`config.mk`:
```
export PLATFORM = sky130hd
export DESIGN_NAME = ntt_butterfly
export DESIGN_NICKNAME = d
export VERILOG_FILES = /design/src/rtl/kyber_pkg.sv /design/src/rtl/mont_reduce.sv /design/src/rtl/ntt_butterfly.sv
export SDC_FILE = /design/constraint.sdc
export NUM_CORES = 1
export LEC_CHECK = 0
export ABC_AREA = 1
export CAP_MARGIN = 0
export CORE_MARGIN = 2
export CORE_UTILIZATION = 25
export CTS_CLUSTER_DIAMETER = 200
export DETAILED_ROUTE_END_ITERATION = 12
export PLACE_DENSITY = 0.43
export SYNTH_ARGS = -nofsm -noshare
export SYNTH_HDL_FRONTEND = slang
export SYNTH_SLANG_ARGS = --single-unit
```
`constraint.sdc`:
```
create_clock -name clk -period 7.8 [get_ports clk]
set_clock_uncertainty 0.2 [all_clocks]
set_input_delay 2.34 -clock clk [delete_from_list [all_inputs] [get_ports clk]]
set_output_delay 2.34 -clock clk [all_outputs]
set_load 0.01 [all_outputs]
```
`src/rtl/kyber_pkg.sv`:
```
// Shared Kyber arithmetic constants, coefficient type and Barrett helper.
package kyber_pkg;

  localparam int Q         = 3329;
  localparam int QINV      = 62209;
  localparam int BARRETT_V = 20159;

  typedef logic signed [15:0] coeff_t;

  // Centred Barrett reduction: result congruent to x mod Q, roughly in (-Q/2, Q/2].
  function automatic coeff_t barrett_reduce(coeff_t x);
    int xs;
    int k;
    xs = int'(x);
    k  = (BARRETT_V * xs + (1 << 25)) >>> 26;
    return coeff_t'(xs - k * Q);
  endfunction

endpackage

```
`src/rtl/mont_reduce.sv`:
```
// Combinational Montgomery reduction: r = (x - u*Q) / 2^16 with u = int16(x * QINV).
module mont_reduce
  import kyber_pkg::*;
(
  input  logic signed [31:0] x,
  output coeff_t             r
);

  localparam logic [15:0] QINV_L = 16'(QINV);

  logic signed [15:0] u;
  logic signed [31:0] uq;
  logic signed [31:0] diff;

  always_comb begin
    // Only the low 16 bits of x*QINV matter, so multiply in 16-bit width.
    u    = x[15:0] * QINV_L;
    uq   = int'(u) * Q;
    diff = x - uq;
    r    = coeff_t'(diff >>> 16);
  end

endmodule

```
`src/rtl/ntt_butterfly.sv`:
```
// Three-stage Cooley-Tukey NTT butterfly with a global stall enable.
// Define NTT_BUTTERFLY_BARRETT_EN to Barrett-reduce both outputs before the final register.
module ntt_butterfly
  import kyber_pkg::*;
#(
  parameter int TAG_W = 8
) (
  input  logic             clk,
  input  logic             rst,
  input  logic             in_valid,
  output logic             in_ready,
  input  logic [15:0]      a_in,
  input  logic [15:0]      b_in,
  input  logic [15:0]      zeta,
  input  logic [TAG_W-1:0] tag_in,
  output logic             out_valid,
  input  logic             out_ready,
  output logic [15:0]      a_out,
  output logic [15:0]      b_out,
  output logic [TAG_W-1:0] tag_out
);

  logic              adv;

  logic              s1_valid_reg;
  logic signed [31:0] s1_prod_reg;
  coeff_t            s1_a_reg;
  logic [TAG_W-1:0]  s1_tag_reg;

  logic              s2_valid_reg;
  coeff_t            s2_t_reg;
  coeff_t            s2_a_reg;
  logic [TAG_W-1:0]  s2_tag_reg;

  coeff_t            t_next;
  coeff_t            sum_next;
  coeff_t            dif_next;
  coeff_t            a_res_next;
  coeff_t            b_res_next;

  // One enable moves every stage, bubbles included, so latency stays fixed.
  assign adv      = !out_valid || out_ready;
  assign in_ready = adv;

  mont_reduce u_mont (
    .x (s1_prod_reg),
    .r (t_next)
  );

  always_comb begin
    sum_next = s2_a_reg + s2_t_reg;
    dif_next = s2_a_reg - s2_t_reg;
`ifdef NTT_BUTTERFLY_BARRETT_EN
    a_res_next = barrett_reduce(sum_next);
    b_res_next = barrett_reduce(dif_next);
`else
    a_res_next = sum_next;
    b_res_next = dif_next;
`endif
  end

  always_ff @(posedge clk or posedge rst) begin
    if (rst) begin
      s1_valid_reg <= 1'b0;
      s1_prod_reg  <= '0;
      s1_a_reg     <= '0;
      s1_tag_reg   <= '0;
      s2_valid_reg <= 1'b0;
      s2_t_reg     <= '0;
      s2_a_reg     <= '0;
      s2_tag_reg   <= '0;
      out_valid    <= 1'b0;
      a_out        <= '0;
      b_out        <= '0;
      tag_out      <= '0;
    end else if (adv) begin
      s1_valid_reg <= in_valid;
      s1_prod_reg  <= $signed(zeta) * $signed(b_in);
      s1_a_reg     <= coeff_t'(a_in);
      s1_tag_reg   <= tag_in;
      s2_valid_reg <= s1_valid_reg;
      s2_t_reg     <= t_next;
      s2_a_reg     <= s1_a_reg;
      s2_tag_reg   <= s1_tag_reg;
      out_valid    <= s2_valid_reg;
      a_out        <= a_res_next;
      b_out        <= b_res_next;
      tag_out      <= s2_tag_reg;
    end
  end

endmodule

```
### After elaboration in Yosys (flattened, before gate mapping)

Cells that the tools add are included.

| cells by class | value |
|---|---|
| bitwise operators | 0 |
| shift-type cells | 0 |
| eq/ne operators | 0 |
| $add $sub $neg | 3 |
| div/mod/pow operators | 0 |
| multiplexer cells | 0 |
| multiply operators | 3 |
| reductions and logical operators | 2 |
| magnitude comparators | 0 |

Operators by type and width:

| operator | number |
|---|---|
| 16-bit by 16-bit multiplier with 32-bit output | 1 |
| 32-bit subtractor | 1 |
| 16-bit by 13-bit multiplier with 29-bit output (second input constant) | 1 |
| 16-bit adder | 1 |
| 16-bit by 13-bit multiplier with 16-bit output (second input constant) | 1 |
| 16-bit subtractor | 1 |
| 1-bit zero test | 1 |
| 1-bit logical OR | 1 |

| storage, ports and cells | value |
|---|---|
| memory bits (read-only) | 0 |
| latch bits | 0 |
| memories kept | 0 |
| flip-flop bits (word level) | 139 |
| logic and storage cells | 20 |
| bits in writable memories | 0 |

### Logic depth before layout (Yosys ltp)

| depth | value |
|---|---|
| depth after elaboration | 3 |
| gate-level depth with buffers | 44 |

### Hierarchy

Synthesis repeated with hierarchy kept, for this count alone.

| second synthesis, totals | value |
|---|---|
| cell total of the unflattened synthesis | 2857 |
| area total of the unflattened synthesis | 21856.0 um2 |

By module, submodules not included:

| module | cells an instance | area each (um2) | sequential area each (um2) | instances |
|---|---|---|---|---|
| ntt_butterfly | 2276 | 17528.1 | 3453.3 | 1 |
| mont_reduce | 581 | 4327.9 | 0.0 | 1 |

### Worst setup path after synthesis

No wires, ideal clock.

| path | value |
|---|---|
| path type | register to register |
| start point | register s1_prod_reg[4] |
| end point | register s2_t_reg[15] |
| library setup time | 117 ps |
| data arrival time | 7891 ps |
| clock period less this slack | 8209 ps |
| cell stages (with the launch flop) | 37 |
| required time | 7483 ps |
| buffers on the path | 0 |
| slack | -409 ps |
| cells stage by stage | dfrtp_1 -> ha_1 -> fa_1 -> inv_1 -> fa_1 -> inv_1 -> fa_1 -> ha_1 -> ha_1 -> ha_1 -> a21oi_1 -> nand2_1 -> xnor2_1 -> inv_1 -> ha_1 -> fa_1 -> ha_1 -> fa_1 -> ha_1 -> ha_1 -> nand2_1 -> nor3_1 -> and2_1 -> nand4_1 -> nand3_1 -> xnor2_1 -> ha_1 -> a21oi_1 -> o21ai_0 -> a21oi_1 -> nand2_1 -> a21oi_1 -> a21oi_2 -> nand2_1 -> nand3_1 -> nand3_1 -> nand2_1 |

| on the way | value |
|---|---|
| longest elaborated chain between the ends | 3 |

Ends and longest elaborated chain:

| element | RTL line | RTL |
|---|---|---|
| start, declared | ntt_butterfly.sv:26 | `logic signed [31:0] s1_prod_reg;` |
| start signal, assigned | ntt_butterfly.sv:78 | `s1_prod_reg <= $signed(zeta) * $signed(b_in);` |
| 16-bit by 13-bit multiplier with 16-bit output | mont_reduce.sv:17 | `u = x[15:0] * QINV_L;` |
| 16-bit by 13-bit multiplier with 29-bit output | mont_reduce.sv:18 | `uq = int'(u) * Q;` |
| 32-bit subtractor * | mont_reduce.sv:19 | `diff = x - uq;` |
| end signal, assigned | ntt_butterfly.sv:82 | `s2_t_reg <= t_next;` |
| end, declared | ntt_butterfly.sv:31 | `coeff_t s2_t_reg;` |

Mark *: on every way between the ends. The rest lies on a longest branch, timed or not.
A chain may end at the register's enable or synchronous reset.

### Final worst setup path

| path | value |
|---|---|
| start point | register s1_prod_reg[5] |
| end point | register s2_t_reg[15] |

Same word-level chain as after synthesis.

==> report_table.html <==
<table>
<tr><th>Metric</th><th>Value</th></tr>
<tr><th colspan="2">Route</th></tr>
<tr><td>Wire length after detailed routing</td><td>58,900 microns</td></tr>
<tr><td>Number of DRC violations after detailed-routing iteration 0</td><td>648</td></tr>
<tr><td>DR WL/cell</td><td>14.4 microns</td></tr>
<tr><td>Via density per instance</td><td>4.22</td></tr>
<tr><td>Total number of vias</td><td>17,300</td></tr>
<tr><td>Number of remaining DRC errors</td><td>0</td></tr>
<tr><td>Iteration count of the initial detailed-routing pass</td><td>5</td></tr>
<tr><td>Antenna viol nets, final</td><td>0</td></tr>
<tr><th colspan="2">Critical path</th></tr>
<tr><td>Worst Setup Path Type</td><td>flop to flop</td></tr>
<tr><td>Required time of the critical path</td><td>7.94 ns</td></tr>
<tr><td>Worst-path fanout max</td><td>5</td></tr>
<tr><td>Crit path largest cell delay</td><td>0.58 ns</td></tr>
<tr><td>Logic depth of the worst register-to-register path</td><td>38</td></tr>
<tr><td>Cell with the biggest individual delay on the critical path</td><td>sky130_fd_sc_hd__fa_1</td></tr>
<tr><td>Kind of capture point of the worst setup path</td><td>flop</td></tr>
<tr><td>Crit-path most repeated cell</td><td>sky130_fd_sc_hd__ha_4</td></tr>
<tr><td>Launching element type of the critical path</td><td>flop</td></tr>
<tr><td>Data arrival, critical path</td><td>8.04 ns</td></tr>
<tr><th colspan="2">Logic synthesis</th></tr>
<tr><td>Average instance area after synthesis</td><td>7.93 sq um</td></tr>
<tr><td>Syn Inst Count</td><td>2,653</td></tr>
<tr><td>Synth top area share</td><td>28.5%</td></tr>
<tr><td>Number of synthesized flops with an enable pin</td><td>0</td></tr>
<tr><td>Cell taking the most area after synthesis</td><td>sky130_fd_sc_hd__fa_1</td></tr>
<tr><td>Syn Nets</td><td>3,242</td></tr>
<tr><td>Share of flip-flops with an asynchronous set or reset after synthesis</td><td>100%</td></tr>
<tr><td>Count of yosys warnings during synthesis</td><td>0</td></tr>
<tr><td>Main flop type after synthesis</td><td>sky130_fd_sc_hd__dfrtp_1</td></tr>
<tr><td>Fraction of the yosys area taken by sequential cells</td><td>16.4%</td></tr>
<tr><td>Post-Synthesis Cell Area</td><td>21,000 sq um</td></tr>
<tr><td>Synthesized flop and latch total</td><td>138</td></tr>
<tr><td>Synth cell types</td><td>48</td></tr>
<tr><td>Leading cell types by total area after synthesis</td><td>sky130_fd_sc_hd__fa_1 (28%), sky130_fd_sc_hd__dfrtp_1 (16%), sky130_fd_sc_hd__ha_1 (14%), sky130_fd_sc_hd__nand2_1 (11%), sky130_fd_sc_hd__inv_1 (11%)</td></tr>
<tr><th colspan="2">Outcome</th></tr>
<tr><td>Failing checks</td><td>negative setup slack</td></tr>
<tr><td>Result of the run</td><td>complete, but fails checks</td></tr>
<tr><th colspan="2">Floorplanning</th></tr>
<tr><td>Full die area</td><td>86,500 sq um</td></tr>
<tr><td>Core outline area</td><td>83,400 sq um</td></tr>
<tr><td>Std cell rows</td><td>106</td></tr>
<tr><td>Die width</td><td>294 microns</td></tr>
<tr><td>Die height</td><td>294 microns</td></tr>
<tr><td>Number of ports placed on the die boundary</td><td>102</td></tr>
<tr><td>Initial core utilization</td><td>25.2%</td></tr>
<tr><th colspan="2">Place</th></tr>
<tr><td>Final HPWL from detailed placement</td><td>49,500 microns</td></tr>
<tr><td>Count of buffers inserted at the top-level ports</td><td>101</td></tr>
<tr><td>Final RePlAce weighted congestion</td><td>0.850</td></tr>
<tr><th colspan="2">Clocking</th></tr>
<tr><td>Root cell of the clock tree</td><td>sky130_fd_sc_hd__clkbuf_16</td></tr>
<tr><td>TritonCTS clock tree</td><td>done</td></tr>
<tr><td>Clock sink count</td><td>138</td></tr>
<tr><td>Largest buffer count on any clock path</td><td>2</td></tr>
<tr><td>Insertion delay to the later sink of the worst-skew pair</td><td>0.46 ns</td></tr>
<tr><td>H-tree Lvls</td><td>4</td></tr>
<tr><td>Cts bufs inserted</td><td>17</td></tr>
<tr><td>Clock-pin slew reported for the worst setup and hold paths after clock tree synthesis</td><td>0.07 ns</td></tr>
<tr><th colspan="2">Timing</th></tr>
<tr><td>Pins over their slew limit</td><td>0</td></tr>
<tr><td>Final Hold Vio Count</td><td>0</td></tr>
<tr><td>RSZ-0062 raised after global routing</td><td>yes</td></tr>
<tr><td>Clock period minus worst slack</td><td>7.90 ns</td></tr>
<tr><td>Final worst-path cycle share</td><td>101%</td></tr>
<tr><td>Pin slew with the least headroom to its limit</td><td>0.915 ns</td></tr>
<tr><td>Setup Viol. Count Final</td><td>5</td></tr>
<tr><td>Maximum clock frequency</td><td>127 MHz</td></tr>
<tr><td>Final setup slack of the worst path</td><td>-0.0968 ns</td></tr>
<tr><td>Headroom to the max-slew limit</td><td>39.0%</td></tr>
<tr><td>Worst hold slack</td><td>0.266 ns</td></tr>
<tr><th colspan="2">Cells and area</th></tr>
<tr><td>Share of final-layout standard cells stronger than drive strength 1</td><td>20.9%</td></tr>
<tr><td># fillers</td><td>8,832</td></tr>
<tr><td>Final #Nets</td><td>3,599</td></tr>
<tr><td>Max reg flops</td><td>32</td></tr>
<tr><td>Antenna diode count</td><td>0</td></tr>
<tr><td>Area Overhead vs Synth</td><td>32.9%</td></tr>
<tr><th colspan="2">Hold path</th></tr>
<tr><td>WHS Path Cells</td><td>1</td></tr>
<tr><td>Kind of path behind the tightest hold check</td><td>flop to flop</td></tr>
<tr><th colspan="2">Global routing</th></tr>
<tr><td>Vias in the first global route</td><td>18,600</td></tr>
<tr><td>Global-route wire length before repair</td><td>97,800 microns</td></tr>
<tr><td>Global-route usage over all layers</td><td>14.1%</td></tr>
<tr><td>Pin count of the biggest net entering global routing</td><td>101</td></tr>
<tr><td>Sum of overflow across all layers after global routing</td><td>0</td></tr>
<tr><td>Antenna violations before repair</td><td>0</td></tr>
<tr><th colspan="2">Job</th></tr>
<tr><td>Number of violations of the max-capacitance limit</td><td>0</td></tr>
</table>
==> worst paths after layout <==
path	slack, ns	endpoint	startpoint
max in group asynchronous	4.00	s1_prod_reg[15]	rst
worst min-delay path	0.27	out_valid	s2_valid_reg
worst max-delay path	-0.1	s2_t_reg[15]	s1_prod_reg[5]
worst max register to register	-0.1	s2_t_reg[15]	s1_prod_reg[5]
min in group asynchronous	2.25	s1_tag_reg[4]	rst
worst min register to register	0.27	out_valid	s2_valid_reg
==> synth_stat cells (all sizes together) (16+ instances only) <==
cell type and number:
dfrtp 138, nand2 636, xor2 39, o21ai 161
nor3 16, a21oi 91, or2 32, fa 299
a31oi 22, nor2 106, nand3 76, inv 622
clkbuf 76, xnor2 30, ha 230
==> repair_timing <==
action,4_1_cts,5_1_grt
pin swaps,51,100
hold buffers,0,0
buffers inserted,12,21
resized for setup,93,224
endpoints found under the setup margin,24,32
gates cloned,0,4
==> cell type report <==
cell class,instances,area (sq um),area share [%]
Clock buffer,18,439,1.57
Inverter,623,2350,8.41
Clock inverter,14,154,0.551
Sequential cell,138,3450,12.4
Multi-Input combinational cell,1808,16400,58.7
Timing Repair Buffer,422,3810,13.6
Tap cell,1080,1350,4.83
==> cells by family after synthesis <==
group,share of synthesized area [%]
AO/OA/AOI/OAI,8.45
AND/OR/NAND/NOR,17.4
flip-flops,16.4
buffers and inverters,12.7
XOR/XNOR,2.87
adder cells (fa/ha/maj),42.1
==> layer usage <==
layer	wire length [microns]	track usage, %	vias to the layer above	share of wire (%)
li1	-	-	8755	-
met1	27600	18.6	8344	47
met2	29200	25.1	168	50
met3	1110	1.07	44	1.9
met4	963	3.07	0	1.6
met5	0	0	-	0
==> worst max-delay path, delay by kind of cell, from the launching register on <==
family                   cells  cell delay [ns]
buffers and inverters        6             0.49
AO/OA/AOI/OAI                3             0.36
XOR/XNOR                     2             0.33
AND/OR/NAND/NOR             13             1.18
flip-flops                   1             0.42
adder cells (fa/ha/maj)     14             4.81
==> per-stage QoR <==
| stage | setup WS, ns | setup TNS [ns] | area (sq um) | cells | util, % |
|---|---|---|---|---|---|
| after floorplan | 0.00276 | 0 | 21100 | 2653 | - |
| final | -0.0968 | -0.254 | 28000 | 4103 | 33.5 |
| after CTS | -0.0805 | -0.239 | 26700 | 4080 | 32.0 |
| after global placement | -0.778 | -14.00 | 25500 | 4037 | 30.6 |
| after global routing | -0.494 | -2.84 | 28000 | 4103 | 33.5 |
| after detailed placement | -0.762 | -14.51 | 25500 | 4037 | 30.6 |
==> layout by cell type, fill, tap and decap left out, drive strengths merged, types with 2 or more instances in the layout <==
master and instances:
a211oi 2, a21o 11, a21oi 91, a221oi 2
a31o 3, a31oi 22, buf 317, clkbuf 23
clkdlybuf4s50 74, clkinv 5, clkinvlp 2, dfrtp 138
dlygate4sd2 6, dlymetal6s2s 20, fa 299, ha 230
inv 629, nand2 636, nand3 76, nand3b 5
nand4 13, nor2 106, nor3 16, nor4 5
o211ai 4, o21a 3, o21ai 161, o21bai 11
o31ai 5, or2 32, xnor2 30, xor2 39
Power is not shown: default switching activity piles up to over one toggle a cycle in this logic, so the estimate is an artifact.
